[src/rtl/lfsr_gen_if.sv]
// Control and observation bundle for lfsr_gen. The period signal and its
// modport entries exist only when LFSR_PERIOD_CNT_EN is defined.
interface lfsr_gen_if #(
    parameter int WIDTH = 8
) ();
    logic             en;
    logic             load;
    logic [WIDTH-1:0] seed_in;
    logic [WIDTH-1:0] out;
    logic             wrap;
    logic             seed_err;
`ifdef LFSR_PERIOD_CNT_EN
    logic [WIDTH-1:0] period;

    modport master (
        output en, load, seed_in,
        input  out, wrap, seed_err, period
    );
    modport slave (
        input  en, load, seed_in,
        output out, wrap, seed_err, period
    );
`else
    modport master (
        output en, load, seed_in,
        input  out, wrap, seed_err
    );
    modport slave (
        input  en, load, seed_in,
        output out, wrap, seed_err
    );
`endif
endinterface

[src/rtl/lfsr_gen.sv]
// Galois LFSR with seed load, zero-seed protection and wrap pulse.
// Optional period counter enabled by defining LFSR_PERIOD_CNT_EN.
module lfsr_gen #(
    parameter int               WIDTH = 8,
    parameter logic [WIDTH-1:0] TAPS  = WIDTH'(8'h1C),
    parameter logic [WIDTH-1:0] SEED  = WIDTH'(1)
) (
    input  logic      clk,
    input  logic      rst,
    lfsr_gen_if.slave bus
);

    // Bit 0 of TAPS is ignored; the msb always feeds back into bit 0.
    function automatic logic [WIDTH-1:0] f_step(input logic [WIDTH-1:0] s);
        logic msb;
        msb    = s[WIDTH-1];
        f_step = {s[WIDTH-2:0], msb} ^ ({TAPS[WIDTH-1:1], 1'b0} & {WIDTH{msb}});
    endfunction

    function automatic logic [WIDTH-1:0] f_sat_inc(input logic [WIDTH-1:0] v);
        f_sat_inc = (&v) ? v : v + WIDTH'(1);
    endfunction

    logic [WIDTH-1:0] r_out;
    logic [WIDTH-1:0] r_start;
    logic             r_wrap;
    logic             r_seed_err;
    logic [WIDTH-1:0] w_next;
    logic             w_hit;
    logic             w_seed_zero;

    assign w_next      = f_step(r_out);
    assign w_hit       = (w_next == r_start);
    assign w_seed_zero = (bus.seed_in == '0);

    always_ff @(posedge clk or negedge rst) begin
        if (!rst) begin
            r_out      <= SEED;
            r_start    <= SEED;
            r_wrap     <= 1'b0;
            r_seed_err <= 1'b0;
        end else begin
            r_wrap     <= 1'b0;
            r_seed_err <= 1'b0;
            if (bus.load) begin
                // A zero seed would lock the register up; fall back to SEED.
                if (w_seed_zero) begin
                    r_out      <= SEED;
                    r_start    <= SEED;
                    r_seed_err <= 1'b1;
                end else begin
                    r_out   <= bus.seed_in;
                    r_start <= bus.seed_in;
                end
            end else if (bus.en) begin
                r_out  <= w_next;
                r_wrap <= w_hit;
            end
        end
    end

    assign bus.out      = r_out;
    assign bus.wrap     = r_wrap;
    assign bus.seed_err = r_seed_err;

`ifdef LFSR_PERIOD_CNT_EN
    logic [WIDTH-1:0] r_count;
    logic [WIDTH-1:0] r_period;

    always_ff @(posedge clk or negedge rst) begin
        if (!rst) begin
            r_count  <= '0;
            r_period <= '0;
        end else if (bus.load) begin
            r_count <= '0;
        end else if (bus.en) begin
            if (w_hit) begin
                r_period <= f_sat_inc(r_count);
                r_count  <= '0;
            end else begin
                r_count  <= f_sat_inc(r_count);
            end
        end
    end

    assign bus.period = r_period;
`endif

endmodule

[src/flat_wrapper.sv]
// flat-port wrapper written by rule: the top's interface ports become plain ports
module lfsr_gen_flat 
#(
    parameter int               WIDTH = 8,
    parameter logic [WIDTH-1:0] TAPS  = WIDTH'(8'h1C),
    parameter logic [WIDTH-1:0] SEED  = WIDTH'(1)
)
  (clk, rst, bus_en, bus_load, bus_seed_in, bus_out, bus_wrap, bus_seed_err);
  lfsr_gen_if #(.WIDTH(WIDTH)) bus_i ();
  input  logic clk;
  input  logic rst;
  input wire logic [$bits(bus_i.en)-1:0] bus_en;
  input wire logic [$bits(bus_i.load)-1:0] bus_load;
  input wire logic [$bits(bus_i.seed_in)-1:0] bus_seed_in;
  output wire logic [$bits(bus_i.out)-1:0] bus_out;
  output wire logic [$bits(bus_i.wrap)-1:0] bus_wrap;
  output wire logic [$bits(bus_i.seed_err)-1:0] bus_seed_err;
  assign bus_i.en = bus_en;
  assign bus_i.load = bus_load;
  assign bus_i.seed_in = bus_seed_in;
  assign bus_out = bus_i.out;
  assign bus_wrap = bus_i.wrap;
  assign bus_seed_err = bus_i.seed_err;
  lfsr_gen #(.WIDTH(WIDTH), .TAPS(TAPS), .SEED(SEED)) u_core (.clk(clk), .rst(rst), .bus(bus_i));
endmodule
[config.mk]
export PLATFORM = sky130hd
export DESIGN_NAME = lfsr_gen_flat
export DESIGN_NICKNAME = d
export VERILOG_FILES = /design/src/rtl/lfsr_gen_if.sv /design/src/rtl/lfsr_gen.sv /design/src/flat_wrapper.sv
export SDC_FILE = /design/constraint.sdc
export NUM_CORES = 1
export LEC_CHECK = 0
export CAP_MARGIN = 20
export CORE_MARGIN = 2
export CORE_UTILIZATION = 47
export CTS_CLUSTER_SIZE = 28
export DETAILED_ROUTE_END_ITERATION = 6
export PLACE_DENSITY = 0.77
export SYNTH_ARGS = -nofsm -noshare
export SYNTH_HDL_FRONTEND = slang
export SYNTH_SLANG_ARGS = --single-unit
[constraint.sdc]
create_clock -name clk -period 1.7 [get_ports clk]
set_input_delay 0.17 -clock clk [delete_from_list [all_inputs] [get_ports clk]]
set_output_delay 0.17 -clock clk [all_outputs]
set_load 0.05 [all_outputs]
**Word-level counts from Yosys, hierarchy flattened**

Index checks and enable logic that the tools add are counted.

- Add/subtract/negate cells: 0
- $mul: 0
- Divide/modulo/power cells: 0
- Magnitude comparators: 0
- Equal/unequal tests: 1
- Shifts and indexed selects: 0
- Mux-type cells: 7
- Bitwise logic cells: 1
- Reduce and logical (&&, ||, !) cells: 2

Operators by type and width:

| operator | count |
|---|---|
| 2-to-1 mux 8 bit | 3 |
| == test 8 bit | 1 |
| zero test 8 bit | 1 |
| bitwise XOR 8 x 5 -> 8 bit | 1 |
| 2-to-1 mux 1 bit | 4 |
| nonzero test 2 bit | 1 |

- Bits in registers: 18
- Bits in latches: 0
- Memory bits (writable): 0
- Bits in read-only memories: 0
- Bits of input ports: 12
- Memories: 0

**Logic depth before layout (Yosys ltp)**

- Word-level depth: 4
- Depth in mapped cells: 4
- Mapped depth without buffers: 3

**Worst setup path before layout**

OpenSTA, ideal clock, no wires.

- Path type: register to register
- From: register u_core.r_out[2], in the netlist u_core.bus.out[2]
- To: register u_core.r_wrap, in the netlist u_core.bus.wrap
- Setup time: 0.111 ns
- Arrival time: 1.522 ns
- Data required time: 1.589 ns
- Setup slack: 0.067 ns
- Stages on the path, launching flop included: 4
- Buffers on the path: 0
- Cell sequence: dfrtp_1 xor2_1 or3_1 a2111oi_2

- Cells in the longest elaborated chain, start to end: 4

Ends and longest elaborated chain:

| what | RTL line | text |
|---|---|---|
| start: declaration | lfsr_gen.sv:24 | `logic [WIDTH-1:0] r_out;` |
| start signal: assignment | lfsr_gen.sv:52 | `r_out <= bus.seed_in;` |
| start signal: assignment | lfsr_gen.sv:56 | `r_out <= w_next;` |
| bitwise XOR 8 x 5 -> 8 bit | lfsr_gen.sv:17 | `f_step = {s[WIDTH-2:0], msb} ^ ({TAPS[WIDTH-1:1], 1'b0} & {WIDTH{msb}});` |
| == test 8 bit | lfsr_gen.sv:33 | `assign w_hit = (w_next == r_start);` |
| 2-to-1 mux 1 bit | lfsr_gen.sv:55 | `end else if (bus.en) begin` |
| 2-to-1 mux 1 bit | lfsr_gen.sv:45 | `if (bus.load) begin` |
| end signal: assignment | lfsr_gen.sv:57 | `r_wrap <= w_hit;` |
| end: declaration | lfsr_gen.sv:26 | `logic r_wrap;` |

No other way between the ends.
A chain may end at the register's enable or synchronous reset.

**Final worst setup path**

- From: register u_core.r_seed_err, in the netlist u_core.bus.seed_err
- To: output bus_seed_err

RTL lines:

| what | RTL line | text |
|---|---|---|
| start: declaration | lfsr_gen.sv:27 | `logic r_seed_err;` |
| start signal: assignment | lfsr_gen.sv:41 | `r_seed_err <= 1'b0;` |
| start signal: assignment | lfsr_gen.sv:44 | `r_seed_err <= 1'b0;` |
| start signal: assignment | lfsr_gen.sv:50 | `r_seed_err <= 1'b1;` |
| end: declaration | flat_wrapper.sv:17 | `output wire logic [$bits(bus_i.seed_err)-1:0] bus_seed_err;` |

No word-level cell between the ends.

==> qor.yml <==
status: "finished clean"
setup_viol: 0
path_clk_slew_ns: 0.10
drtAntennaViolNets: 0
grt_pass1_vias: 592
syn_inst: 83
post_cts_buffers: 0
first_pass_iters: 4
placed_area_um2: 1090
cts_buffers: 3
grt_pass1_wl_um: 2720
root_buffer: "clkbuf_4"
synth.distinct_cells: 22
critPathBufInv: 1
slowest_delay_ns: 0.80
power_frac_comb_pct: 27.0
final.setup.tns_ns: 0
seqPwrFrac_pct: 48.8
r2r_end: "u_core.bus.wrap$_DFF_PN0_"
final_nets: 119
vdd_drop_max_mv: 0.552
drc: 0
fp.dieW_um: 47.0
cp_cell_sequence: "clkdlybuf4s50_1"
cts_tree: "yes"
die_area_um2: 2210
rsz0062_at_grt: "false"
endpoint_kind: "output port"
skew_ns: 0.00128
hold_viol: 0
cts_buffer_depth: 2
critPathLaunchType: "flip-flop"
drt_iter0_markers: 10
worst_path_max_delay_cell: "clkdlybuf4s50_1"
area.growth.synth_to_final_pct: 29.7
r2r_slack_ns: 0.26
detail_route.wl_per_cell_um: 12.8
slew_viol_final: 0
pwr-share-clk_pct: 24.3
postCtsHoldBufs: 0
cts_max_level: 1
antenna_found_initial: 0
grt_max_degree: 19
port_buffers: 21
maxCapViolations: 0
vias: 651
tightest_slew_ns: 0.497
crit_arrival_ns: 1.43
post_cts_resized: 0
initial_core_util_pct: 50.4
path_max_fanout: 1
io_pins: 22
whs_ns: 0.204
min_period_ns: 1.60
slew_headroom_pct: 66.8
clock_sink_count: 18
yosysWarnings: 0
place_ws_ns: 0.203
reg2reg_depth: 3
p_int_w: 0.000723
avgSynthCellArea_um2: 10.5
switching_share_pct: 31.6
power_density_nw_per_um2: 936
power.net_switching_w: 0.000334
final_cell_area_um2: 1130
p_leak_nw: 0.501
grt_use_total_pct: 18.0
syn_area_um2: 871
fmax_mhz: 627
yosys_register_bits: 18
rr_startpoint: "u_core.bus.out[2]$_DFFE_PN0P_"
num_antenna_cells: 0
clkLatencyLatePin_ns: 0.28
cpLargestDelayFamily: "buffers and inverters"
hpwl_um: 1300
gp_congestion: 0.781
routed_via_density: 4.97
drive_gt1_share_pct: 18.9
die_y_um: 47.0
core_um2: 1730
hp-class: "in2async"
std_cell_rows: 15
finalCritPeriodShare_pct: 93.9
crit_type: "reg2out"
required_ns: 1.53
grt.overflow.total: 0
syn-num-nets: 95
drt-total-wl_um: 1680
ys_seq_area_share_pct: 52.0
nFillCells: 157
setup_ws_ns: 0.104
## synth_stat cells
master	count	area, um2
dfrtp_1	16	400
o21ai_0	11	55.1
xnor2_1	7	61.3
inv_1	6	22.5
mux2i_1	6	60.1
nand2_1	5	18.8
nor2_1	4	15.0
xor2_1	4	35.0
a211oi_1	3	22.5
clkbuf_1	3	11.3
nor2b_1	3	18.8
buf_2	2	10.0
dfstp_2	2	52.6
mux2_2	2	22.5
nand3_1	2	10.0
a2111oi_2	1	15.0
a21o_1	1	7.51
a31oi_1	1	6.26
nand3b_1	1	7.51
nand4_1	1	6.26
nor4_1	1	6.26
or3_1	1	6.26
## how the worst max path moves through the flow
stage                                  start                            end  slack [ns]  depth (start not counted)
2_1_floorplan  u_core.bus.out[2]$_DFFE_PN0P_      u_core.bus.wrap$_DFF_PN0_        0.07                          3
5_1_grt        u_core.bus.seed_err$_DFF_PN0_                   bus_seed_err        0.05                          1
6_report       u_core.bus.seed_err$_DFF_PN0_                   bus_seed_err        0.10                          1
3_5_place_dp                        bus_load  u_core.bus.out[0]$_DFFE_PN1P_        0.20                          4
3_3_place_gp                        bus_load  u_core.bus.out[0]$_DFFE_PN1P_        0.21                          4
4_1_cts        u_core.bus.seed_err$_DFF_PN0_                   bus_seed_err        0.09                          1
## stage by stage
step                      utilization [%]  instances  total power (W)
after floorplan                         -         83         0.000709
after global placement               63.3        127         0.000809
after detailed placement             63.3        127         0.000812
after CTS                            65.4        131          0.00107
after global routing                 65.4        131          0.00111
final                                65.4        131          0.00106
## power groups by stage
stage          clock (W)  sequential [W]  combinational (W)
6_report        0.000256        0.000516           0.000285
5_1_grt         0.000277        0.000522           0.000312
4_1_cts         0.000267        0.000517           0.000288
3_5_place_dp           0        0.000525           0.000287
3_3_place_gp           0        0.000523           0.000286
2_1_floorplan          0        0.000588           0.000122
## area by class of cell
cell class | count | area, um2 | area share, %
tap | 25 | 31.3 | 2.77
clock buffer | 4 | 36.3 | 3.21
inverter | 6 | 22.5 | 1.99
multi-input combinational | 54 | 374 | 33.1
timing repair buffer | 24 | 213 | 18.8
sequential | 18 | 453 | 40.1
## kinds of logic after synthesis
group | Yosys count | share of synthesized area (%)
buf+inv | 11 | 5.03
compound gates | 17 | 12.2
mux | 8 | 9.48
xor+xnor | 11 | 11.1
flops | 18 | 52.0
simple gates | 18 | 10.2
## per-layer routing
metal,vias up,global-route usage [%],wire length [um]
met5,-,0,0
met4,0,8.33,18
met3,2,3.46,60
met2,15,25.8,772
met1,306,26.4,825
li1,328,-,-
## cell usage in the layout (no fill, tap or decap)
cell	instances
nor4_1	1
a2111oi_2	1
buf_4	11
clkbuf_8	1
clkdlybuf4s50_1	13
a21o_1	1
o21ai_0	11
nand3_1	2
dfstp_2	2
dfrtp_1	16
a31oi_1	1
inv_1	6
nor2b_1	3
mux2i_1	6
or3_1	1
nand2_1	5
clkbuf_4	3
nor2_1	4
nand3b_1	1
mux2_2	2
xor2_1	4
a211oi_1	3
nand4_1	1
xnor2_1	7
## sequential cells by signal, indices dropped and copies added, names as in the netlist
register             cells
u_core.bus.seed_err      1
u_core.bus.out           8
u_core.bus.wrap          1
u_core.r_start           8
Power figures use the tool's default switching activity.
